## src/rtl/fir_pkg.sv

```systemverilog
// Shared constants and types for the FIR MAC sequencer slice.
package fir_pkg;

    // Default tap-address MSB; the delay line holds 2^(ORDER_MSB+1) samples.
    localparam int DEFAULT_ORDER_MSB = 5;
    // Default MSB of the signed ADC sample word.
    localparam int DEFAULT_ADC_MSB   = 11;
    // Default tap count; also the address that parks the MAC.
    localparam int DEFAULT_TAPS      = 63;
    // Default delay-line depth.
    localparam int DEFAULT_DEPTH     = 2 ** (DEFAULT_ORDER_MSB + 1);

    typedef enum logic {
        IDLE,
        RUN
    } seq_state_t;

endpackage

```

## src/rtl/fir_mac_sequencer_if.sv

```systemverilog
// Sample-in / MAC-out bundle of the FIR sequencer.
// The slave modport is the sequencer itself; the master modport is the
// surrounding logic that supplies samples and consumes the MAC stream.
interface fir_mac_sequencer_if
    import fir_pkg::*;
#(
    parameter int ORDER_MSB = DEFAULT_ORDER_MSB,
    parameter int ADC_MSB   = DEFAULT_ADC_MSB
);

    logic                      sample_valid;
    logic signed [ADC_MSB:0]   sample_in;
    logic                      busy;
    logic        [ORDER_MSB:0] coef_addr;
    logic        [ORDER_MSB:0] mac_address;
    logic signed [ADC_MSB:0]   mac_buffer_bits;
    logic                      result_valid;
    logic                      overrun;

    modport master (
        output sample_valid, sample_in,
        input  busy, coef_addr, mac_address, mac_buffer_bits, result_valid, overrun
    );

    modport slave (
        input  sample_valid, sample_in,
        output busy, coef_addr, mac_address, mac_buffer_bits, result_valid, overrun
    );

endinterface

```

## src/rtl/sample_ring_ram.sv

```systemverilog
// Circular delay-line storage: one synchronous write port and one
// synchronous read port with a single cycle of read latency.
module sample_ring_ram #(
    parameter int ORDER_MSB = 5,
    parameter int ADC_MSB   = 11
) (
    input  logic               clk,
    input  logic               we,
    input  logic [ORDER_MSB:0] waddr,
    input  logic [ADC_MSB:0]   wdata,
    input  logic [ORDER_MSB:0] raddr,
    output logic [ADC_MSB:0]   rdata
);

    localparam int DEPTH = 2 ** (ORDER_MSB + 1);

    logic [ADC_MSB:0] mem [DEPTH];

    // Write the new sample and register the addressed entry every cycle.
    // NOTE: no reset on the array or read register, so this maps onto block RAM;
    // stale contents are never consumed until the delay line has been refilled.
    always_ff @(posedge clk) begin
        if (we) begin
            mem[waddr] <= wdata;
        end
        rdata <= mem[raddr];
    end

endmodule

```

## src/rtl/fir_mac_sequencer.sv

```systemverilog
// Runs one pass of the FIR MAC per accepted sample: stores the sample in a
// circular delay line, walks the coefficient ROM and the delay line in step,
// and parks the MAC (zero product at a nonzero address) between frames.
module fir_mac_sequencer
    import fir_pkg::*;
#(
    parameter int ORDER_MSB = DEFAULT_ORDER_MSB,
    parameter int ADC_MSB   = DEFAULT_ADC_MSB,
    parameter int TAPS      = DEFAULT_TAPS
) (
    input logic                clk,
    input logic                rst_n,
    fir_mac_sequencer_if.slave bus
);

    localparam int                 AW       = ORDER_MSB + 1;
    localparam logic [ORDER_MSB:0] TAP_IDLE = AW'(TAPS);
    localparam logic [ORDER_MSB:0] TAP_LAST = AW'(TAPS - 1);
    localparam logic [ORDER_MSB:0] TAP_ONE  = AW'(1);

    seq_state_t         state;
    logic [ORDER_MSB:0] k;             // tap being issued; doubles as coef_addr
    logic [ORDER_MSB:0] base;          // ring slot of the newest sample of this frame
    logic [ORDER_MSB:0] wr_ptr;
    logic [ORDER_MSB:0] fill;          // samples held, saturating at TAPS
    logic               prev_full;     // frame just finished had a full delay line
    logic               busy_q;
    logic [ORDER_MSB:0] mac_address_q;
    logic               tap_valid_q;   // ring read data belongs to an issued tap
    logic               result_valid_q;
    logic               overrun_q;

    logic               accept;
    logic [ORDER_MSB:0] rd_addr;
    logic [ADC_MSB:0]   ring_rdata;

    // A sample is only taken while idle; anything arriving in RUN is dropped.
    assign accept  = (state == IDLE) && bus.sample_valid;
    // Tap k reads the sample k slots older than the newest; wraps modulo DEPTH.
    assign rd_addr = base - k;

    sample_ring_ram #(
        .ORDER_MSB (ORDER_MSB),
        .ADC_MSB   (ADC_MSB)
    ) u_ring (
        .clk   (clk),
        .we    (accept),
        .waddr (wr_ptr),
        .wdata (bus.sample_in),
        .raddr (rd_addr),
        .rdata (ring_rdata)
    );

    // Frame sequencer plus the one-cycle-delayed MAC-side outputs.
    // NOTE: every register here is written with <= so all of them see the
    // pre-edge values of each other, regardless of statement order.
    always_ff @(posedge clk or negedge rst_n) begin
        if (!rst_n) begin
            state          <= IDLE;
            k              <= '0;
            base           <= '0;
            wr_ptr         <= '0;
            fill           <= '0;
            prev_full      <= 1'b0;
            busy_q         <= 1'b0;
            mac_address_q  <= TAP_IDLE;
            tap_valid_q    <= 1'b0;
            result_valid_q <= 1'b0;
            overrun_q      <= 1'b0;
        end else begin
            // Outputs trail the issued tap by one cycle to line up with the ROM.
            mac_address_q  <= (state == RUN) ? k : TAP_IDLE;
            tap_valid_q    <= (state == RUN);
            // The MAC commits when it sees address 0 (end of cycle 1), so the
            // previous frame's result is readable from cycle 2 onward.
            result_valid_q <= (state == RUN) && prev_full && (k == TAP_ONE);
            overrun_q      <= (state == RUN) && bus.sample_valid;

            case (state)
                IDLE: begin
                    if (bus.sample_valid) begin
                        base      <= wr_ptr;
                        wr_ptr    <= wr_ptr + 1'b1;
                        prev_full <= (fill == TAP_IDLE);
                        if (fill != TAP_IDLE) begin
                            fill <= fill + 1'b1;
                        end
                        k      <= '0;
                        busy_q <= 1'b1;
                        state  <= RUN;
                    end
                end
                RUN: begin
                    if (k == TAP_LAST) begin
                        k      <= '0;
                        busy_q <= 1'b0;
                        state  <= IDLE;
                    end else begin
                        k <= k + 1'b1;
                    end
                end
                default: begin
                    state <= IDLE;
                end
            endcase
        end
    end

    assign bus.busy            = busy_q;
    assign bus.coef_addr       = k;
    assign bus.mac_address     = mac_address_q;
    // Parked MAC needs a zero operand, so the raw RAM word is gated off when idle.
    assign bus.mac_buffer_bits = tap_valid_q ? $signed(ring_rdata) : '0;
    assign bus.result_valid    = result_valid_q;
    assign bus.overrun         = overrun_q;

endmodule
```

## src/flat_wrapper.sv

```systemverilog
// flat-port wrapper written by rule: the top's interface ports become plain ports
module fir_mac_sequencer_flat import fir_pkg::*;
#(
    parameter int ORDER_MSB = DEFAULT_ORDER_MSB,
    parameter int ADC_MSB   = DEFAULT_ADC_MSB,
    parameter int TAPS      = DEFAULT_TAPS
)
  (clk, rst_n, bus_sample_valid, bus_sample_in, bus_busy, bus_coef_addr, bus_mac_address, bus_mac_buffer_bits, bus_result_valid, bus_overrun);
  fir_mac_sequencer_if #(.ORDER_MSB(ORDER_MSB), .ADC_MSB(ADC_MSB)) bus_i ();
  input logic clk;
  input logic rst_n;
  input wire logic [$bits(bus_i.sample_valid)-1:0] bus_sample_valid;
  input wire logic [$bits(bus_i.sample_in)-1:0] bus_sample_in;
  output wire logic [$bits(bus_i.busy)-1:0] bus_busy;
  output wire logic [$bits(bus_i.coef_addr)-1:0] bus_coef_addr;
  output wire logic [$bits(bus_i.mac_address)-1:0] bus_mac_address;
  output wire logic [$bits(bus_i.mac_buffer_bits)-1:0] bus_mac_buffer_bits;
  output wire logic [$bits(bus_i.result_valid)-1:0] bus_result_valid;
  output wire logic [$bits(bus_i.overrun)-1:0] bus_overrun;
  assign bus_i.sample_valid = bus_sample_valid;
  assign bus_i.sample_in = bus_sample_in;
  assign bus_busy = bus_i.busy;
  assign bus_coef_addr = bus_i.coef_addr;
  assign bus_mac_address = bus_i.mac_address;
  assign bus_mac_buffer_bits = bus_i.mac_buffer_bits;
  assign bus_result_valid = bus_i.result_valid;
  assign bus_overrun = bus_i.overrun;
  fir_mac_sequencer #(.ORDER_MSB(ORDER_MSB), .ADC_MSB(ADC_MSB), .TAPS(TAPS)) u_core (.clk(clk), .rst_n(rst_n), .bus(bus_i));
endmodule
```

## config.mk

```make
export PLATFORM = sky130hd
export DESIGN_NAME = fir_mac_sequencer_flat
export DESIGN_NICKNAME = d
export VERILOG_FILES = /design/src/rtl/fir_pkg.sv /design/src/rtl/fir_mac_sequencer_if.sv /design/src/rtl/sample_ring_ram.sv /design/src/rtl/fir_mac_sequencer.sv /design/src/flat_wrapper.sv
export SDC_FILE = /design/constraint.sdc
export NUM_CORES = 1
export LEC_CHECK = 0
export BUFFER_PORTS_ARGS = -buffer_cell sky130_fd_sc_hd__buf_2
export CAP_MARGIN = 20
export CORE_MARGIN = 4
export CORE_UTILIZATION = 50
export DETAILED_ROUTE_END_ITERATION = 16
export PLACE_DENSITY = 0.69
export SLEW_MARGIN = 10
export SYNTH_ARGS = -nofsm -noshare
export SYNTH_HDL_FRONTEND = slang
export SYNTH_SLANG_ARGS = --single-unit
```

## constraint.sdc

```tcl
create_clock -name clk -period 2.8 [get_ports clk]
set_clock_uncertainty 0.1 [all_clocks]
set_input_delay 0.56 -clock clk [delete_from_list [all_inputs] [get_ports clk]]
set_output_delay 0.56 -clock clk [all_outputs]
set_load 0.02 [all_outputs]
```

==> impl_metrics.json, run 1 <==
{
  "run_status": "finished with violations",
  "failing_checks": "negative setup slack",
  "critPathLaunchType": "flip-flop",
  "post_synth_num_cell_types": 44,
  "synth_edf_count": 768,
  "antenna_found_initial": 0,
  "ir_worst_vdd_mv": 0.5003,
  "worst-slew-pin-transition_ps": 870.7,
  "crit_type": "flip-flop to flip-flop",
  "fin_hold_ws_ps": 168.5,
  "async_flop_share_pct": 4.412,
  "setup_repair_after_global_routing_missed_its_margin": "yes",
  "synth-main-ff-cell": "edfxtp_1",
  "synth.avg_cell_area_sq_um": 21.53,
  "timing_max_transition_violations_final": 0,
  "place.gp.congestion": 0.8246,
  "first_global_vias": 16216,
  "netlist.top_cell.by_area": "edfxtp_1",
  "clkSlewWorstSetupHoldPaths_ps": 60,
  "final.setup.worst_slack_ps": -436.7,
  "average_via_count_per_standard_cell": 5.935,
  "powerDensity_nw_per_um2": 661.4,
  "synth_nets": 1515,
  "post-synth-top-area-fraction_pct": 71.95,
  "pin_count_of_the_biggest_net_entering_global_routing": 45,
  "cp_max_fo": 12,
  "number_of_sinks_on_the_clock_net": 816,
  "cp.required_ps": 3200,
  "synth.ff_latch_count": 816,
  "finalSetupViolCount": 12,
  "final_net_count": 1774,
  "htree_levels": 3,
  "achievable-frequency_ghz": 0.3090,
  "drt_wl_total_microns": 73230,
  "routed-via-count": 15792,
  "grt_util_met1_pct": 31.32,
  "final_worst_path_period_need_ps": 3237,
  "groute.usage.overall_pct": 21.94,
  "final_hold_violating_endpoints": 0,
  "drive_above_1_share_pct": 36.75,
  "synth.top_cells.by_area": "edfxtp_1, mux4_2, mux2i_1",
  "cts_root_buf": "clkbuf_16",
  "timing.critical_path.arrival_ps": 3640,
  "clock_latency_ps": 620,
  "grt_most_used_layer": "met2",
  "power_frac_seq_pct": 53.0,
  "grt_overflow": 0,
  "wire_per_inst_microns": 27.52,
  "worst_setup_path_end_kind": "flip-flop",
  "power.internal_mw": 20.15,
  "die_w_microns": 261.2,
  "numCtsBuffers": 82,
  "power.switching_mw": 5.104,
  "place_ws_ps": -587.1,
  "synth_sequential_area_ratio_pct": 75.54,
  "io_pins": 42,
  "cellLeakagePower_nw": 13.33,
  "core_region_area_sq_um": 63310,
  "wire_length_of_the_first_global_routing_pass_microns": 108700,
  "syn_to_final_growth_pct": 19.11,
  "power.switching_fraction_pct": 20.21,
  "die-height_microns": 261.2,
  "worstHoldPathType": "input pin to flip-flop",
  "synth.cell_area_sq_um": 32050,
  "clock_tree.buffer_depth": 3,
  "detail_route.drc_violations": 0,
  "grt_util_met3_pct": 4.274,
  "num_rows": 92,
  "slew_margin_rel_pct": 41.95,
  "period_share_pct": 115.6,
  "fill_cells": 4384,
  "finalSetupTns_ps": -4951,
  "power_frac_clock_pct": 42.0,
  "initial_core_util_pct": 50.63,
  "power.share.combinational_pct": 5.0,
  "die_area_sq_um": 68220,
  "dpl.hpwl_microns": 45610,
  "port_buffers": 41,
  "dr.first_iter.drc_count": 1553,
  "synth-warning-count": 0,
  "cap_violations": 0,
  "num_antenna_cells": 0,
  "groute.layer.met2.usage_pct": 35.41,
  "netlist_instances": 1489,
  "detailedRoute.firstPassIterationCount": 5,
  "cts_tree": "done",
  "detail-route-antenna-nets": 0
}
==> per-layer routing <==
metal | share of wire, % | vias up
li1 | - | 6625
met1 | 41 | 8347
met2 | 49 | 719
met3 | 8.1 | 101
met4 | 2.2 | 0
met5 | 0 | -
==> worst paths after layout <==
kind | slack [ps] | startpoint | to | cells after the start
max | -440 | u_core.bus.coef_addr[0]$_DFFE_PN0P_ | u_core.u_ring.rdata[2]$_DFF_P_ | 10
min in group asynchronous | 480 | rst_n | u_core.bus.coef_addr[5]$_DFFE_PN0P_ | 2
max in group asynchronous | 1570 | rst_n | u_core.wr_ptr[2]$_DFFE_PN0P_ | 2
min | 170 | bus_sample_valid | u_core.bus.coef_addr[2]$_DFFE_PN0P_ | 2
min reg2reg | 330 | u_core.state$_DFF_PN0_ | u_core.tap_valid_q$_DFF_PN0_ | 0
max reg2reg | -440 | u_core.bus.coef_addr[0]$_DFFE_PN0P_ | u_core.u_ring.rdata[2]$_DFF_P_ | 10
==> critical path: stages (launching register included) <==
cell     delay, ps
dfrtp_1        410
ha_4           170
fa_4           860
buf_12         160
buf_12         110
buf_16         130
mux4_2         360
mux2i_4        210
mux2_4         220
mux2i_1        100
mux2_2         280
==> Yosys cell counts (12+ instances only) <==
| master | n |
|---|---|
| and2_1 | 13 |
| clkbuf_1 | 29 |
| nand3_1 | 13 |
| nand2_1 | 41 |
| nor2_1 | 63 |
| mux4_2 | 192 |
| dfrtp_1 | 30 |
| buf_2 | 14 |
| edfxtp_1 | 768 |
| mux2i_1 | 120 |
| dfxtp_1 | 12 |
| buf_4 | 25 |
| mux2_2 | 51 |
==> registers in the layout (all words and copies together), names as in the netlist <==
name / flops
u_core.base: 6
u_core.bus.busy: 1
u_core.bus.coef_addr: 6
u_core.bus.mac_address: 6
u_core.bus.overrun: 1
u_core.bus.result_valid: 1
u_core.fill: 6
u_core.prev_full: 1
u_core.state: 1
u_core.tap_valid_q: 1
u_core.u_ring.mem: 768
u_core.u_ring.rdata: 12
u_core.wr_ptr: 6
==> power groups by stage <==
stage                     Clock, mW  Combinational [mW]  Sequential (mW)
after floorplan                   0               0.582             13.6
after global placement            0                1.13             13.6
after detailed placement          0                1.16             13.6
after CTS                      10.8                1.25             13.4
after global routing           11.4                1.35             13.4
final                          10.6                1.27             13.4
==> layout make-up <==
cell class | count | area (sq um) | share of cell area [%]
clock inverters | 43 | 332.8 | 0.8718
flip-flops and latches | 816 | 24210 | 63.42
repair buffers | 255 | 2497 | 6.541
inverters | 9 | 33.78 | 0.08849
clock buffers | 108 | 2286 | 5.988
multi-input cells | 584 | 7759 | 20.32
well taps | 846 | 1059 | 2.773
==> placed cells by master, fill, tap and decap left out, drive strengths merged, types with 4 or more instances in the layout <==
master / Yosys / layout
and2: 13 / 13
buf: 51 / 253
bufinv: 0 / 5
clkbuf: 29 / 108
clkinv: 0 / 35
dfrtp: 30 / 30
dfstp: 6 / 6
dfxtp: 12 / 12
edfxtp: 768 / 768
ha: 10 / 10
inv: 9 / 10
mux2: 61 / 61
mux2i: 120 / 120
mux4: 192 / 192
nand2: 41 / 41
nand2b: 5 / 5
nand3: 13 / 13
nor2: 63 / 63
nor2b: 4 / 4
nor3: 6 / 6
o21ai: 10 / 10
xnor2: 10 / 10
xor2: 4 / 4
==> metrics by stage <==
stage	util (%)	instances	cell area (sq um)	total power [mW]
after global routing	60.30	2661	38180	26.10
after global placement	55.03	2486	34840	14.77
after detailed placement	55.03	2486	34840	14.79
after CTS	59.92	2652	37940	25.42
after floorplan	-	1489	32090	14.21
final	60.30	2661	38180	25.25
==> kinds of logic after synthesis <==
| group | count (synthesis) | synth area share, % |
|---|---|---|
| AO/OA/AOI/OAI | 21 | 0.3982 |
| XOR/XNOR | 14 | 0.4060 |
| adder cells (fa/ha/maj) | 11 | 0.4528 |
| buffers and inverters | 89 | 1.437 |
| flip-flops | 816 | 75.54 |
| multiplexers | 373 | 19.38 |
| AND/OR/NAND/NOR | 165 | 2.389 |
==> repair_timing <==
action                                  in CTS  in global routing
hold buffers                                 1                  0
gates resized for setup                     61                 36
hold endpoints to repair                    30                  0
endpoints found under the setup margin      12                 12
setup buffers                                9                  9
pin swaps                                    0                  2
gates cloned                                 5                  0
(Power assumes the default switching activity.)
==> run 2: changes to the inputs <==
- CORE_MARGIN: 4 -> default
==> run 2 against run 1 <==
Effect of this change:
- the run still ends with negative setup slack left
- global-route usage up 0.81 points
- first-iteration DRC count down 3.4%
- clock-buffer cell count unchanged
- cell area down 0.72%
- cell count down 0.83%
- highest routed layer unchanged
- worst setup slack better by 21 ps
- flip-flop and latch count unchanged
- maximum frequency up 0.67%
- clock power about the same
- routed wire length down 2.2%
- via count down 0.93%
==> impl_metrics.json, run 2 (same netlist as run 1, synthesis figures left out) <==
{
  "hold_start": "bus_sample_valid",
  "cap_violations": 0,
  "r2r_slack_ps": -420,
  "drt_wl_total_microns": 71600,
  "failing_checks": "negative setup slack",
  "final.setup.worst_slack_ps": -415.3,
  "cellLeakagePower_nw": 13.12,
  "wire_per_inst_microns": 27.13,
  "fin_hold_ws_ps": 158.6,
  "htree_levels": 3,
  "grt_overflow": 0,
  "final_hold_violating_endpoints": 0,
  "ir_worst_vdd_mv": 0.4202,
  "run_status": "finished with violations",
  "fill_cells": 4397,
  "pin_count_of_the_biggest_net_entering_global_routing": 65,
  "powerDensity_nw_per_um2": 659.4,
  "period_share_pct": 114.8,
  "syn_to_final_growth_pct": 18.25,
  "critPathLaunchType": "flip-flop",
  "timing.hold.worst_endpoint": "u_core.bus.coef_addr[2]$_DFFE_PN0P_",
  "first_global_vias": 16167,
  "groute.usage.overall_pct": 22.75,
  "cts_root_buf": "clkbuf_16",
  "final_worst_path_period_need_ps": 3215,
  "power.total_mw": 24.99,
  "numCtsBuffers": 80,
  "number_of_sinks_on_the_clock_net": 816,
  "largest_register": "u_core.u_ring.mem",
  "routed-via-count": 15645,
  "worst_setup_path_end_kind": "flip-flop",
  "place.gp.congestion": 0.8017,
  "num_rows": 92,
  "dr.first_iter.drc_count": 1500,
  "die_w_microns": 255.2,
  "cts_tree": "done",
  "worst-slew-pin-transition_ps": 983.3,
  "postLayoutCoreUtil_pct": 59.97,
  "antenna_found_initial": 0,
  "finalSetupViolCount": 12,
  "reg.largest.list": "u_core.u_ring.mem (768), u_core.u_ring.rdata (12)",
  "final_net_count": 1757,
  "detail_route.drc_violations": 0,
  "crit_type": "flip-flop to flip-flop",
  "slowest_stage": "fa_4",
  "worstRegToRegCells": 9,
  "cp_max_fo": 25,
  "die_area_sq_um": 65120,
  "mostFrequentLayoutCell": "edfxtp_1",
  "average_via_count_per_standard_cell": 5.928,
  "commonest_cells_after_routing_fill_and_taps_aside": "edfxtp_1, mux4_2, buf_4, mux2i_1, clkbuf_16",
  "core_region_area_sq_um": 63200,
  "io_pins": 42,
  "port_buffers": 41,
  "timing.critical_path.arrival_ps": 3630,
  "placed_cell_areas_sq_um": 34710,
  "initial_core_util_pct": 50.72,
  "clkSlewWorstSetupHoldPaths_ps": 60,
  "clock_latency_ps": 620,
  "num_antenna_cells": 0,
  "dpl.hpwl_microns": 42130,
  "multi_input_area_sq_um": 7764,
  "drive_above_1_share_pct": 35.86,
  "cell_by_cell_listing_of_the_critical_path": "ha_4 > fa_4 > buf_12 > buf_12 > mux4_2 > mux2i_1 > mux2_4 > mux2i_2 > mux2_2",
  "cp_buf_inv_count": 2,
  "largest_register_ff_count": 768,
  "placed_cells_incl_taps": 2468,
  "slew_margin_rel_pct": 34.45,
  "max_stage_delay_ps": 800,
  "holdPathStages": 2,
  "detailedRoute.firstPassIterationCount": 5,
  "crit_cells": 9,
  "cp_common_cell": "buf_12",
  "timing_max_transition_violations_final": 0,
  "setup_repair_after_global_routing_missed_its_margin": "yes",
  "design_area_sq_um": 37900,
  "clock_tree.buffer_depth": 3,
  "final_cell_count_no_fill": 2639,
  "detail-route-antenna-nets": 0,
  "wire_length_of_the_first_global_routing_pass_microns": 105500,
  "worstHoldPathType": "input pin to flip-flop",
  "path_delay_family": "multiplexers",
  "seq_area_sq_um": 24210,
  "achievable-frequency_ghz": 0.3110,
  "timing.rr.end": "u_core.u_ring.rdata[10]$_DFF_P_",
  "cp.required_ps": 3210,
  "die-height_microns": 255.2,
  "worst_r2r_startpoint": "u_core.bus.coef_addr[0]$_DFFE_PN0P_"
}
run 2: changes by cell type in the layout (fill, tap and decap cells not counted), moves of 4 or more:
cell      delta
clkbuf_1     +4
buf_4        -8
clkinv_2    -11
mux2_4       -4
nor3_1       -5
nor3_2       +5
mux2_2       +4
run 2: what timing repair did:
item / CTS / global route
hold endpoints to repair: 30 / 0
cloned: 2 / 2
resized for setup: 44 / 39
endpoints found under the setup margin: 12 / 12
pin swaps: 0 / 1
buffers inserted: 13 / 9
hold buffers: 1 / 0
run 2: layer usage:
metal  wire (microns)  share of wire, %  global-route usage, %  vias up
met3             5432               7.6                  4.363      108
met2            34460                48                  36.07      644
met5                0                 0                      0        -
met4             1763               2.5                  6.912        0
met1            29950                42                  32.28     8298
li1                 -                 -                      -     6595
run 2: layout make-up:
type / count / share of cell area [%]
Sequential cell: 816 / 63.88
Multi-Input combinational cell: 584 / 20.48
Timing Repair Buffer: 240 / 6.104
Clock buffer: 108 / 5.866
Tap cell: 846 / 2.793
Clock inverter: 36 / 0.7857
Inverter: 9 / 0.08913
run 2: through the flow:
step / setup slack [ps] / setup TNS (ps)
after global routing: -450.4 / -4999
after floorplan: -128.9 / -9238
after global placement: -555.2 / -5421
after CTS: -388.9 / -4349
final: -415.3 / -4232
after detailed placement: -582.1 / -5752
run 2: power breakdown:
group | switching [mW] | internal, mW
clock network | 4.38 | 6.02
registers | 0.0311 | 13.4
logic | 0.644 | 0.555
total | 5.06 | 19.9
run 2: how the worst max path moves through the flow:
| stage | startpoint | to | slack [ps] |
|---|---|---|---|
| after floorplan | bus_sample_valid | u_core.u_ring.mem[42][0]$_DFFE_PP_ | -130 |
| after global routing | u_core.bus.coef_addr[0]$_DFFE_PN0P_ | u_core.u_ring.rdata[8]$_DFF_P_ | -450 |
| final | u_core.bus.coef_addr[0]$_DFFE_PN0P_ | u_core.u_ring.rdata[10]$_DFF_P_ | -420 |
| after CTS | u_core.bus.coef_addr[0]$_DFFE_PN0P_ | u_core.u_ring.rdata[8]$_DFF_P_ | -390 |
| after detailed placement | u_core.bus.coef_addr[0]$_DFFE_PN0P_ | u_core.u_ring.rdata[9]$_DFF_P_ | -580 |
| after global placement | u_core.bus.coef_addr[0]$_DFFE_PN0P_ | u_core.u_ring.rdata[9]$_DFF_P_ | -560 |
